$ cat config.mk
export PLATFORM = sky130hd
export DESIGN_NAME = sequenciador_medida
export DESIGN_NICKNAME = d
export VERILOG_FILES = /design/src/rtl/sequenciador_medida.sv
export SDC_FILE = /design/constraint.sdc
export NUM_CORES = 1
export LEC_CHECK = 0
export ABC_CLOCK_PERIOD_IN_PS = 3700
export CAP_MARGIN = 20
export CORE_MARGIN = 5
export CORE_UTILIZATION = 45
export DETAILED_ROUTE_END_ITERATION = 8
export PLACE_DENSITY_LB_ADDON = 0.08
export SLEW_MARGIN = 20
export SYNTH_ARGS = -nofsm -noshare
export SYNTH_HDL_FRONTEND = slang
export SYNTH_SLANG_ARGS = --single-unit
$ cat constraint.sdc
create_clock -name clk -period 3.7 [get_ports clk]
set_input_delay 0.555 -clock clk [delete_from_list [all_inputs] [get_ports clk]]
set_output_delay 0.555 -clock clk [all_outputs]
set_load 0.1 [all_outputs]
$ cat src/rtl/sequenciador_medida.sv
// rtl/sequenciador_medida.sv - periodic distance measurement sequencer (trigger, wait, load, interval)
module sequenciador_medida #(
  parameter int T_TIMEOUT   = 1500000,
  parameter int T_INTERVALO = 5000000
) (
  input  logic       clk,
  input  logic       reset,
  input  logic       ligar,
  input  logic       fim_medida,
  output logic       mede,
  output logic       load,
  output logic       falha,
  output logic [7:0] contagem,
  output logic [2:0] db_estado
);

  localparam logic [2:0] INICIAL   = 3'd0;
  localparam logic [2:0] DISPARA   = 3'd1;
  localparam logic [2:0] ESPERA    = 3'd2;
  localparam logic [2:0] CARREGA   = 3'd3;
  localparam logic [2:0] INTERVALO = 3'd4;
  localparam logic [2:0] ERRO      = 3'd5;

  // Last timer value of each timed state; the state is left on the edge
  // that ends the cycle in which the timer shows this value.
  localparam logic [23:0] TIMEOUT_LAST   = 24'(T_TIMEOUT - 1);
  localparam logic [23:0] INTERVALO_LAST = 24'(T_INTERVALO - 1);

  logic [2:0]  estado;
  logic [2:0]  proximo;
  logic [23:0] timer;

  // Next-state decode; in ESPERA, losing ligar beats data, and data beats timeout.
  always_comb begin
    proximo = INICIAL;
    case (estado)
      INICIAL:   proximo = ligar ? DISPARA : INICIAL;
      DISPARA:   proximo = ESPERA;
      ESPERA: begin
        if (!ligar)
          proximo = INICIAL;
        else if (fim_medida)
          proximo = CARREGA;
        else if (timer == TIMEOUT_LAST)
          proximo = ERRO;
        else
          proximo = ESPERA;
      end
      CARREGA:   proximo = INTERVALO;
      INTERVALO: begin
        if (timer == INTERVALO_LAST)
          proximo = ligar ? DISPARA : INICIAL;
        else
          proximo = INTERVALO;
      end
      ERRO:      proximo = INTERVALO;
      default:   proximo = INICIAL;
    endcase
  end

  // State register.
  always_ff @(posedge clk or posedge reset) begin
    if (reset)
      estado <= INICIAL;
    else
      estado <= proximo;
  end

  // Shared cycle timer: zeroed on any state change, counts only in the timed states.
  always_ff @(posedge clk or posedge reset) begin
    if (reset)
      timer <= 24'd0;
    else if (proximo != estado)
      timer <= 24'd0;
    else if (estado == ESPERA || estado == INTERVALO)
      timer <= timer + 24'd1;
  end

  // Success counter and sticky failure flag, updated on the exit edge of CARREGA/ERRO.
  always_ff @(posedge clk or posedge reset) begin
    if (reset) begin
      contagem <= 8'd0;
      falha    <= 1'b0;
    end else if (estado == CARREGA) begin
      contagem <= contagem + 8'd1;
      falha    <= 1'b0;
    end else if (estado == ERRO) begin
      falha    <= 1'b1;
    end
  end

  // Strobes come straight from the state register so they can never overlap.
  assign mede      = (estado == DISPARA);
  assign load      = (estado == CARREGA);
  assign db_estado = estado;

endmodule

==> results.toml <==
[critical_path]
crit-reg2reg-launch = "timer[6]"
endpoint_kind = "output port"
crit_path_top_delay_cell = "clkdlybuf4s50_1"
critical_path_arrival_ns = 2.11
crit_path_cell_trace = "clkdlybuf4s50_1"
critPathRequiredTime_ns = 3.14
critPathMaxFanout = 13
worst_setup_path_start_kind = "register"
critPathKind = "register to output port"
worstPathBufferInverterCount = 1
cp_top_family = "buffers and inverters"
crit_path_start = "db_estado[1]"
cpPeakStageDelay_ns = 1.22

[synthesis]
yosys_warnings = 0
postSynthRegisterBits = 36
post_synth_xor_area_fraction_pct = 14.5
postSynthCellCount = 205
muxShareOfSynthArea_pct = 1.07
combinational_family_with_the_most_area_after_synthesis = "simple AND/OR/NAND/NOR gates"
synth-simple-area-share_pct = 31.2
synth_cell_types = 39
post_synth_fa_ha_maj_area_fraction_pct = 1.26
synthesis.area_per_instance_um2 = 9.68
mappedNetlistArea_um2 = 1980
synth.yosys.seq_area_share_pct = 45.4
postSynthNetCount = 211
fraction_of_the_mapped_netlist_area_in_compound_gates_pct = 3.47

[clock_tree]
cts-root-buf = "clkbuf_8"
cts_tree = "done"
htree_num_levels = 2
tritoncts_num_sinks = 36
path_clk_slew_ns = 0.08
clock_tree.buffer_depth = 2
worstSkewPairLatency_ns = 0.29
hold_buffers = 0
cts_bufs_inserted = 5
post_cts.resized_instances = 0
cts_setup_buffers = 0

[cells_and_area]
flow.area_growth_from_synthesis_pct = 15.1
multi_input_area_um2 = 1030
final_layout_size_suffix_gt1_share_pct = 8.97
final-seq-area_um2 = 901
insertedDiodeCount = 0
final_cell_mix = "dfrtp_1 (36), nor3_1 (28), xor2_1 (17), nand2_1 (15), clkdlybuf4s50_1 (15)"
layout_commonest_cell = "dfrtp_1"
nets = 228
filler_cell_count = 412

[drt]
drc_errors = 0
finalWirelength_um = 4260
top_layer = "met4"
wl_met1_um = 2120
met3_wirelength_um = 159
firstDrtPassIters = 4
detailroute.via_count = 1535
drt_iter0_markers = 90
detail-route-antenna-nets = 0
per_cell_via_count_in_the_routed_design = 5.58
routed-wl-met2_um = 1920
wire_per_inst_um = 15.5

[power_and_ir_drop]
vdd_drop_max_uv = 193
power.leakage_nw = 0.957
cellPowerDensity_nw_per_um2 = 382
fin_total_pwr_uw = 873

[timing]
setup-tns-final_ns = 0
max_slew.worst_pin.slew_ns = 0.979
fmax_mhz = 375
period_share_pct = 72.1
hold_viol = 0
setup_viol_count_final = 0
max_slew_margin_pct = 34.6
slew_limit_fails = 0
finalWorstPathRequiredPeriod_ns = 2.67
clock_skew_ns = 0.00882
rsz0062_at_grt = "no"

[grt]
first_global_vias = 1544
gr-usage-all-layers_pct = 15.7
antenna_found_initial = 0
globalRoute.totalOverflow = 0
grt_start_max_net_pins = 37
grt_pass1_wl_um = 7510

[floorplan]
fp.dieW_um = 76.4
floorplan.initialDensity_pct = 45.9
core-area_um2 = 4320
die_height_um = 76.4
floorplan.die_area_um2 = 5840
io_pins = 18
std_cell_rows = 24

[placed_design]
place_hpwl_um = 2970
gpl.final_weighted_congestion = 0.820
portBuffers = 17

[min_path]
path_category_of_the_worst_min_delay_check = "register to register"
hold_path_startpoint = "contagem[7]"

[outcome]
outcome = "complete, no violations"

[flow_run]
cap_viol_max_count = 0
per-stage QoR:
stage                     worst slack (ns)  cell area, µm²  utilization [%]  hold slack, ns  cells
after floorplan                     0.0409            1990                -           0.537    205
after CTS                             1.02            2280             52.8           0.481    275
final                                 1.03            2280             52.8           0.478    275
after detailed placement              1.33            2190             50.7           0.466    267
after global routing                 0.964            2280             52.8           0.505    275
after global placement                1.35            2190             50.7           0.458    267
synthesized netlist by cell type:
cell | n | area share [%]
dfrtp_1 | 36 | 45
nor3_1 | 29 | 7.3
xor2_1 | 17 | 7.5
nand2_1 | 15 | 2.8
nor2_1 | 14 | 2.6
xnor2_1 | 14 | 6.2
nand3_1 | 13 | 3.3
nand4_1 | 8 | 2.5
and3_1 | 6 | 1.9
clkbuf_1 | 5 | 0.95
buf_2 | 4 | 1.0
and2_1 | 3 | 0.95
inv_1 | 3 | 0.57
nor2b_1 | 3 | 0.95
nor4_1 | 3 | 0.95
a21oi_1 | 2 | 0.50
a31oi_1 | 2 | 0.63
and4_1 | 2 | 0.88
ha_1 | 2 | 1.3
nand2b_1 | 2 | 0.63
nor4bb_1 | 2 | 1.0
o21ai_0 | 2 | 0.50
or3_1 | 2 | 0.63
a41o_1 | 1 | 0.50
a41oi_1 | 1 | 0.44
buf_6 | 1 | 0.57
mux2_2 | 1 | 0.57
mux2i_1 | 1 | 0.50
nand4b_1 | 1 | 0.44
nand4bb_1 | 1 | 0.57
nor3_2 | 1 | 0.50
nor4_2 | 1 | 0.63
nor4_4 | 1 | 1.1
nor4b_1 | 1 | 0.44
o21ai_1 | 1 | 0.25
o22ai_2 | 1 | 0.63
or4b_1 | 1 | 0.50
or4bb_1 | 1 | 0.57
xnor2_2 | 1 | 0.82
area by class of cell:
cell class	instances	share of cell area, %
multi-input cells	156	45.0
flip-flops and latches	36	39.4
repair buffers	20	8.21
clock buffers	6	3.61
well taps	52	2.85
inverters	3	0.493
clock inverters	2	0.438
registers in the layout (all words and copies together), names as in the netlist:
name / cells
falha: 1
db_estado: 3
timer: 24
contagem: 8
where the power goes:
part | total [mW] | internal (mW) | switching (mW)
clock | 0.287 | 0.148 | 0.138
combinational | 0.105 | 0.0491 | 0.0555
sequential | 0.482 | 0.429 | 0.0530
cell families after synthesis:
family / after synthesis
and+or+nand+nor: 110
muxes: 2
AOI/OAI and AO/OA: 10
xor gates and xnor gates: 32
DFF: 36
buffers and inverters: 13
adders and majority gates: 2
layer usage:
| metal | vias to the layer above | track usage, % |
|---|---|---|
| met5 | - | 0 |
| met4 | 0 | 6.29 |
| met3 | 6 | 3.66 |
| met2 | 25 | 24.4 |
| met1 | 744 | 20.9 |
| li1 | 760 | - |
final timing paths:
check	end	slack (ns)	depth (start not counted)
worst max-delay path	db_estado[1]	1.03	1
worst min-delay path	contagem[7]	0.48	1
worst max register to register	timer[20]	1.33	5
worst min register to register	contagem[7]	0.48	1
max in group asynchronous	db_estado[2]	2.70	3
min in group asynchronous	contagem[7]	0.67	3
Power figures use the tool's default switching activity.
